### src/rtl/cus43_pixel_mixer_if.sv
// Pixel-mixer bus: fetch data, load strobes and CPU writes in; registered pixel out.
// master drives the fetch side and observes the pixel; slave is the mixer.
interface cus43_pixel_mixer_if;
    logic       CLK_2H;
    logic [7:0] GD;
    logic [7:0] RD;
    logic       ATTR_LD_A;
    logic       ATTR_LD_B;
    logic       HA2;
    logic       HB2;
    logic       FLIP;
    logic       nLATCH;
    logic [2:0] CA;
    logic [7:0] CD;
    logic [7:0] COL;
    logic       LAYER;
    logic [2:0] PRI;
    logic       OPAQUE;

    modport master (
        output CLK_2H, GD, RD, ATTR_LD_A, ATTR_LD_B, HA2, HB2, FLIP, nLATCH, CA, CD,
        input  COL, LAYER, PRI, OPAQUE
    );

    modport slave (
        input  CLK_2H, GD, RD, ATTR_LD_A, ATTR_LD_B, HA2, HB2, FLIP, nLATCH, CA, CD,
        output COL, LAYER, PRI, OPAQUE
    );
endinterface

### src/rtl/cus43_pixel_mixer.sv
// Two-layer tile pen serialiser with priority/transparency mix; one registered palette index per clock.
// Load at edge n shows its first pen after edge n+1; no backpressure, the pixel stream is free-running.
module cus43_pixel_mixer #(
    parameter logic [3:0] TRANSPARENT_PEN = 4'hF,
    parameter logic       TIE_LAYER       = 1'b0
) (
    input logic              CLK_6M,
    input logic              rst,
    cus43_pixel_mixer_if.slave bus
);
    // Index 0 is layer A, index 1 is layer B throughout.
    logic [1:0][2:0] pri;
    logic [1:0][7:0] gd_hold;
    logic [1:0][7:0] attr_hold;
    logic [1:0][7:0] shift;
    logic [1:0][7:0] attr;
    logic [1:0]      flip;
    logic [1:0][1:0] cnt;

    logic [1:0]      ld;
    logic [1:0]      attr_ld;
    logic [1:0]      gd_live;
    logic [1:0][3:0] pen;
    logic [1:0]      opaque;
    logic            win;

    logic [7:0] col;
    logic       layer;
    logic [2:0] pri_out;
    logic       opq;

    assign ld      = {bus.HB2, bus.HA2};
    assign attr_ld = {bus.ATTR_LD_B, bus.ATTR_LD_A};
    // GD belongs to layer A while CLK_2H is low and to layer B while it is high.
    assign gd_live = {bus.CLK_2H, ~bus.CLK_2H};

    always_comb begin
        for (int i = 0; i < 2; i++) begin
            pen[i] = TRANSPARENT_PEN;
            case (cnt[i])
                2'd0:    pen[i] = flip[i] ? shift[i][3:0] : shift[i][7:4];
                2'd1:    pen[i] = flip[i] ? shift[i][7:4] : shift[i][3:0];
                default: pen[i] = TRANSPARENT_PEN;
            endcase
            opaque[i] = (pen[i] != TRANSPARENT_PEN);
        end
    end

    always_comb begin
        win = 1'b0;
        if (opaque[0] && opaque[1]) begin
            if (pri[0] > pri[1])      win = 1'b0;
            else if (pri[1] > pri[0]) win = 1'b1;
            else                      win = TIE_LAYER;
        end else if (opaque[1]) begin
            win = 1'b1;
        end
    end

    always_ff @(posedge CLK_6M) begin
        if (rst) begin
            pri       <= '0;
            gd_hold   <= '0;
            attr_hold <= '0;
            shift     <= '0;
            attr      <= '0;
            flip      <= '0;
            cnt       <= {2'd2, 2'd2};
            col       <= '0;
            layer     <= 1'b0;
            pri_out   <= '0;
            opq       <= 1'b0;
        end else begin
            for (int i = 0; i < 2; i++) begin
                if (gd_live[i]) gd_hold[i] <= bus.GD;
                if (attr_ld[i]) attr_hold[i] <= bus.RD;
                if (!bus.nLATCH && bus.CA[1:0] == 2'b01 && bus.CA[2] == i[0])
                    pri[i] <= bus.CD[3:1];
                // Same-edge data bypasses the hold registers so a load never sees stale bytes.
                if (ld[i]) begin
                    shift[i] <= gd_live[i] ? bus.GD : gd_hold[i];
                    attr[i]  <= attr_ld[i] ? bus.RD : attr_hold[i];
                    flip[i]  <= bus.FLIP;
                    cnt[i]   <= 2'd0;
                end else if (cnt[i] != 2'd2) begin
                    cnt[i] <= cnt[i] + 2'd1;
                end
            end
            if (|opaque) begin
                col     <= {attr[win][7:4], pen[win]};
                layer   <= win;
                pri_out <= pri[win];
                opq     <= 1'b1;
            end else begin
                col     <= '0;
                layer   <= 1'b0;
                pri_out <= '0;
                opq     <= 1'b0;
            end
        end
    end

    assign bus.COL    = col;
    assign bus.LAYER  = layer;
    assign bus.PRI    = pri_out;
    assign bus.OPAQUE = opq;
endmodule

### src/flat_wrapper.sv
// flat-port wrapper written by rule: the top's interface ports become plain ports
module cus43_pixel_mixer_flat 
#(
    parameter logic [3:0] TRANSPARENT_PEN = 4'hF,
    parameter logic       TIE_LAYER       = 1'b0
)
  (CLK_6M, rst, bus_CLK_2H, bus_GD, bus_RD, bus_ATTR_LD_A, bus_ATTR_LD_B, bus_HA2, bus_HB2, bus_FLIP, bus_nLATCH, bus_CA, bus_CD, bus_COL, bus_LAYER, bus_PRI, bus_OPAQUE);
  cus43_pixel_mixer_if bus_i ();
  input logic CLK_6M;
  input logic rst;
  input wire logic [$bits(bus_i.CLK_2H)-1:0] bus_CLK_2H;
  input wire logic [$bits(bus_i.GD)-1:0] bus_GD;
  input wire logic [$bits(bus_i.RD)-1:0] bus_RD;
  input wire logic [$bits(bus_i.ATTR_LD_A)-1:0] bus_ATTR_LD_A;
  input wire logic [$bits(bus_i.ATTR_LD_B)-1:0] bus_ATTR_LD_B;
  input wire logic [$bits(bus_i.HA2)-1:0] bus_HA2;
  input wire logic [$bits(bus_i.HB2)-1:0] bus_HB2;
  input wire logic [$bits(bus_i.FLIP)-1:0] bus_FLIP;
  input wire logic [$bits(bus_i.nLATCH)-1:0] bus_nLATCH;
  input wire logic [$bits(bus_i.CA)-1:0] bus_CA;
  input wire logic [$bits(bus_i.CD)-1:0] bus_CD;
  output wire logic [$bits(bus_i.COL)-1:0] bus_COL;
  output wire logic [$bits(bus_i.LAYER)-1:0] bus_LAYER;
  output wire logic [$bits(bus_i.PRI)-1:0] bus_PRI;
  output wire logic [$bits(bus_i.OPAQUE)-1:0] bus_OPAQUE;
  assign bus_i.CLK_2H = bus_CLK_2H;
  assign bus_i.GD = bus_GD;
  assign bus_i.RD = bus_RD;
  assign bus_i.ATTR_LD_A = bus_ATTR_LD_A;
  assign bus_i.ATTR_LD_B = bus_ATTR_LD_B;
  assign bus_i.HA2 = bus_HA2;
  assign bus_i.HB2 = bus_HB2;
  assign bus_i.FLIP = bus_FLIP;
  assign bus_i.nLATCH = bus_nLATCH;
  assign bus_i.CA = bus_CA;
  assign bus_i.CD = bus_CD;
  assign bus_COL = bus_i.COL;
  assign bus_LAYER = bus_i.LAYER;
  assign bus_PRI = bus_i.PRI;
  assign bus_OPAQUE = bus_i.OPAQUE;
  cus43_pixel_mixer #(.TRANSPARENT_PEN(TRANSPARENT_PEN), .TIE_LAYER(TIE_LAYER)) u_core (.CLK_6M(CLK_6M), .rst(rst), .bus(bus_i));
endmodule
### config.mk
export PLATFORM = sky130hd
export DESIGN_NAME = cus43_pixel_mixer_flat
export DESIGN_NICKNAME = d
export VERILOG_FILES = /design/src/rtl/cus43_pixel_mixer_if.sv /design/src/rtl/cus43_pixel_mixer.sv /design/src/flat_wrapper.sv
export SDC_FILE = /design/constraint.sdc
export NUM_CORES = 1
export LEC_CHECK = 0
export CORE_ASPECT_RATIO = 2
export CORE_MARGIN = 2
export CORE_UTILIZATION = 55
export CTS_CLUSTER_DIAMETER = 60
export DETAILED_ROUTE_END_ITERATION = 8
export GPL_TIMING_DRIVEN = 1
export HOLD_SLACK_MARGIN = 0.02
export PLACE_DENSITY = 0.83
export SLEW_MARGIN = 20
export SYNTH_ARGS = -nofsm -noshare
export SYNTH_HDL_FRONTEND = slang
export SYNTH_SLANG_ARGS = --single-unit
### constraint.sdc
create_clock -name CLK_6M -period 4.6 [get_ports CLK_6M]
set_input_delay 0.92 -clock CLK_6M [delete_from_list [all_inputs] [get_ports CLK_6M]]
set_output_delay 0.92 -clock CLK_6M [all_outputs]
set_load 0.01 [all_outputs]
==> reports/results.ini, run 1 <==
[clock_network]
numCtsBuffers=9
clk_latency_ns=0.35
clock-sinks=73
cts_max_level=3
post_cts_resized=0
post_cts_buffers=0
clk_pin_slew_worst_paths_ns=0.07
cts_hold_buf=0
cts_root_buf=clkbuf_8
max-clock-path-buffers=2
tritoncts=built

[layout]
antenna_cells=0
final_nets=336
drive_gt1_frac=0.0759
area_growth_pct=21.6

[setup_path]
crit_end=u_core.shift[2]
worst_ep_arrival_time_ns=2.75
crit_start=bus_HA2
critPathMaxFanout=16
path_class=in -> reg
rr_startpoint=u_core.cnt[0]
cp_slowest_stage_delay_ns=0.81
start_kind=input port
r2r_end=u_core.bus.COL[2]
end_kind=flip-flop
cp_top_family=simple AND/OR/NAND/NOR gates
worstPathRequired_ns=4.89
crit_chain=clkdlybuf4s50_1 -> nor2_1 -> o22a_1
worst_path_max_delay_cell=nor2_1
ff2ff_path_depth=5
reg2reg_slack_ns=2.42
path_buf_inv=1
cp_num_cells=3

[timing]
holdWs_ns=0.480
timing.final.crit_share=0.534
max_slew.worst_pin.slew_ns=1.01
final.setup.worst_slack_ns=2.14
finalHoldViolCount=0
setup_viol=0
finalSetupTns_ns=0
skew_ns=0.00693
rsz0062_at_grt=false
max_freq_ghz=0.407
slew_headroom=0.327
finalCriticalPeriod_ns=2.46
finalMaxSlewViolations=0

[min_path]
worstHoldStart=u_core.attr[14]
hold_class=reg -> reg

[yosys]
yosysTopAreaCell=dfxtp_1
ys_seq_area_frac=0.531
syn_area_per_cell_um2=10.2
synth_edf_count=0
ys_warn_count=0
synthFlopType=dfxtp_1
netlist_top_cells_area=dfxtp_1 53%, mux2i_1 11%, o22a_1 7.6%
syn_inst=269
synth_seq_cells=73
netlist_area_um2=2750
synth_top_cell_area_share=0.531
synthesis.nets=307
async_flop_share=0
synth_cell_type_count=30

[global_route]
antenna_found_initial=0
grt_max_degree=61
gr-total-overflow=0
first_global_vias=1977
grt.total_usage=0.217
grt_first_pass_wirelength_um=8780

[route]
viasPerCell=5.69
vias=2050
ant_nets=0
drc=0
wl_um=5360
dr.pass1.iters=4
drt-initial-drc-count=56
wire_per_inst_um=14.9

[pwr]
power_density_nw_per_um2=421
ir_drop_v=0.000308
p_leak_nw=1.41

[place]
portBuffers=39
pre_cts_slack_ns=1.84
dp.final_hpwl_um=3730
place_congestion=0.805

[floorplanning]
fp.dieArea_um2=5620
die_h_um=104
pin_count=49
rows=36
dieWidth_um=54.0
start_util=0.566
core-area_um2=4860

[job]
maxCapViolations=0

[status]
status=finished clean

==> through the flow <==
stage / cells / cell area [um2] / util / power (mW)
after floorplan: 269 / 2750 / - / 0.809
after global placement: 344 / 3120 / 0.641 / 0.862
after detailed placement: 344 / 3120 / 0.641 / 0.867
after CTS: 360 / 3350 / 0.688 / 1.42
after global routing: 360 / 3350 / 0.688 / 1.47
final: 360 / 3350 / 0.688 / 1.41
==> layout make-up <==
class	instances	area, um2
flip-flops and latches	73	1460
clock inverters	5	77.6
well taps	57	71.3
repair buffers	39	385
inverters	9	33.8
clock buffers	11	151
multi-input cells	166	1170
fillers	367	1520
==> registers in the layout, summed over array words and instances (netlist names) <==
| name | flops |
|---|---|
| u_core.bus.COL | 8 |
| u_core.attr | 8 |
| u_core.flip | 2 |
| u_core.bus.LAYER | 1 |
| u_core.gd_hold | 16 |
| u_core.bus.OPAQUE | 1 |
| u_core.cnt | 4 |
| u_core.attr_hold | 8 |
| u_core.shift | 16 |
| u_core.pri | 6 |
| u_core.bus.PRI | 3 |
==> logic make-up (layout without fill, tap and decap cells) <==
family,after synthesis,after routing,share of synthesized area
and+or+nand+nor,76,76,0.128
DFF,73,73,0.531
AOI/OAI and AO/OA,51,51,0.148
muxes,33,33,0.121
buffers and inverters,30,64,0.0450
xor gates and xnor gates,4,4,0.0182
adders and majority gates,2,2,0.00909
==> Yosys cell counts, drive strengths merged (4+ instances only) <==
| master | n |
|---|---|
| a21oi | 10 |
| buf | 4 |
| clkbuf | 17 |
| dfxtp | 73 |
| inv | 9 |
| mux2i | 31 |
| nand2 | 5 |
| nand2b | 7 |
| nand4 | 4 |
| nor2 | 44 |
| nor3 | 5 |
| o21bai | 4 |
| o22a | 24 |
| o32ai | 9 |
| xnor2 | 4 |
==> worst min-delay path: stages (launching register included) <==
cell and delay (ns):
dfxtp_1 0.31, nand2b_1 0.07, o32ai_1 0.06
==> report_power, final <==
| part | internal, mW | switching (mW) | total, mW |
|---|---|---|---|
| combinational | 0.0807 | 0.0729 | 0.154 |
| clock | 0.333 | 0.225 | 0.557 |
| sequential | 0.674 | 0.0254 | 0.700 |
==> worst min path at each step <==
stage	to	depth (start not counted)
floorplan	u_core.attr[5]	1
CTS	u_core.bus.COL[6]	2
global route	u_core.attr[12]	1
global placement	u_core.attr[12]	1
finish	u_core.bus.COL[6]	2
detailed placement	u_core.attr[13]	1
==> per-layer routing <==
metal  up-vias  track usage  part of all wire  routed length (um)
li1       1010            -                 -                   -
met1       986        0.237              0.39                2110
met2        40        0.353              0.53                2870
met3        14       0.0690             0.038                 204
met4         0        0.121             0.032                 173
met5         -            0                 0                   0
==> cells in the final DEF (no fill, tap or decap), types with 2 or more instances in the layout <==
master            n
xnor2_2           2
o32ai_2           2
a31oi_1           2
clkinv_2          2
o21bai_1          4
mux2_2            2
bufinv_16         2
nand2_1           5
ha_1              2
mux2i_1          31
nand4_1           4
clkdlybuf4s50_1  38
o22a_1           24
nor2b_1           2
clkbuf_8         11
or3_1             2
nor4_1            2
dfxtp_1          73
nor3_1            5
nand2b_1          7
xnor2_1           2
nor2_1           44
o32ai_1           7
nand3_1           2
a21oi_1          10
inv_1             9
Note: power is estimated with default switching activity, not from simulation.
==> inputs of run 2 (changes only) <==
CORE_UTILIZATION = 51   (was 55)
PLACE_DENSITY = 0.78   (was 0.83)
clock period = 2.38 ns   (was 4.6 ns; I/O delays follow)
==> reports/results.ini, run 2 (synthesized netlist as in run 1, its figures left out) <==
[min_path]
hold_class=reg -> reg
worstHoldStart=u_core.attr[12]
whs_path_depth=1  ; -1
min_to=u_core.attr[12]

[global_route]
antenna_found_initial=0  ; unchanged
grt.total_usage=0.194  ; -0.0234
grt_max_degree=34  ; -44%
gr-total-overflow=0  ; unchanged
first_global_vias=1936  ; -2.1%
grt_first_pass_wirelength_um=8940  ; +1.8%

[clock_network]
clk_latency_ns=0.35  ; about the same
post_cts_resized=0  ; unchanged
cts_max_level=3  ; unchanged
max-clock-path-buffers=2  ; unchanged
cts_root_buf=clkbuf_8
cts_hold_buf=0  ; unchanged
clk_pin_slew_worst_paths_ns=0.08  ; about the same
numCtsBuffers=9  ; unchanged
post_cts_buffers=0  ; unchanged
clock-sinks=73  ; unchanged
tritoncts=built

[timing]
skew_ns=0.00840  ; +0.00147 ns
finalCriticalPeriod_ns=2.18
setup_viol=0  ; unchanged
slew_headroom=0.434  ; +0.106
rsz0062_at_grt=false
final.setup.worst_slack_ns=0.205  ; -1.94 ns
finalSetupTns_ns=0  ; unchanged
finalHoldViolCount=0  ; unchanged
finalMaxSlewViolations=0  ; unchanged
timing.final.crit_share=0.914
max_freq_ghz=0.460
max_slew.worst_pin.slew_ns=0.846  ; -0.163 ns

[pwr]
ir_drop_v=0.000636  ; +110%
p_total_mw=2.83  ; +100%
power_density_nw_per_um2=827  ; +96%
p_leak_nw=1.44  ; +2.7%

[floorplanning]
pin_count=49  ; unchanged
rows=37  ; +2.8%
die_h_um=108  ; +3.7%
dieWidth_um=56.0  ; +3.6%
fp.dieArea_um2=6040  ; +7.4%
start_util=0.531  ; -0.0350
core-area_um2=5180  ; +6.6%

[layout]
final_common_cell=dfxtp_1
area_growth_pct=24.1
final_nets=343  ; +2.1%
mostFrequentLayoutCells=73 x dfxtp_1, 44 x nor2_1, 38 x clkdlybuf4s50_1
reg.largest.list=u_core.gd_hold (16), u_core.shift (16)
antenna_cells=0  ; unchanged
finalNonFillerCells=368  ; +2.2%
finalCoreUtilization=0.659  ; -0.0292
drive_gt1_frac=0.0935  ; +0.0176

[place]
portBuffers=39  ; unchanged
pre_cts_slack_ns=0.233  ; -1.61 ns
dp.final_hpwl_um=3840  ; +2.9%
place_congestion=0.796  ; -1.2%
placed_cells=352  ; +2.3%

[setup_path]
rr_startpoint=u_core.cnt[2]
critPathMaxFanout=9  ; -7
reg2reg_slack_ns=0.20  ; -2.22 ns
start_kind=flip-flop
worst_ep_arrival_time_ns=2.41  ; -0.34 ns
r2r_end=u_core.bus.COL[5]
end_kind=flip-flop
path_class=reg -> reg
ff2ff_path_depth=5  ; unchanged
worstPathRequired_ns=2.62  ; -2.27 ns

[route]
wire_per_inst_um=15.0  ; +0.51%
drt-initial-drc-count=73  ; +30%
dr.pass1.iters=4  ; unchanged
wl_um=5510  ; +2.7%
drc=0  ; unchanged
vias=2051  ; +0.049%
ant_nets=0  ; unchanged
viasPerCell=5.57  ; -2.1%

[job]
maxCapViolations=0  ; unchanged

[status]
status=finished clean

-- run 2: final cells by class --
cell class                      count  area (um2)
Timing Repair Buffer               46         438
Multi-Input combinational cell    166        1170
Clock inverter                      5         103
Tap cell                           58        72.6
Clock buffer                       11         141
Sequential cell                    73        1460
Inverter                            9        33.8
Fill cell                         420        1770
-- run 2: worst max-delay path, cell delays in order (launching register included) --
cell	delay, ns
dfxtp_1	0.35
xnor2_2	0.37
mux2i_1	0.34
nor3_1	0.12
or3_1	0.52
o32ai_1	0.36
-- run 2: power breakdown --
| group | switching, mW | internal [mW] |
|---|---|---|
| combinational | 0.144 | 0.162 |
| clock | 0.445 | 0.723 |
| sequential | 0.0490 | 1.30 |
| total | 0.638 | 2.19 |
-- run 2: metrics by stage --
stage | area [um2] | hold WS (ns)
2_1_floorplan | 2750 | 0.448
3_3_place_gp | 3170 | 0.455
3_5_place_dp | 3170 | 0.461
4_1_cts | 3420 | 0.483
5_1_grt | 3420 | 0.505
6_report | 3420 | 0.481
-- run 2: per-layer routing --
| metal | part of all wire | global-route usage | vias to the layer above |
|---|---|---|---|
| met4 | 0.017 | 0.0969 | 0 |
| met5 | 0 | 0 | - |
| li1 | - | - | 1020 |
| met1 | 0.41 | 0.215 | 967 |
| met3 | 0.042 | 0.0505 | 8 |
| met2 | 0.53 | 0.338 | 56 |
-- run 2: worst max-delay path by stage --
stage,from,depth (start not counted),end
finish,u_core.cnt[2],5,u_core.bus.COL[5]
CTS,u_core.cnt[2],5,u_core.bus.COL[5]
global route,u_core.pri[5],7,u_core.bus.COL[4]
global placement,u_core.pri[5],7,u_core.bus.COL[1]
detailed placement,u_core.cnt[2],5,u_core.bus.COL[5]
floorplan,u_core.pri[5],8,u_core.bus.COL[1]
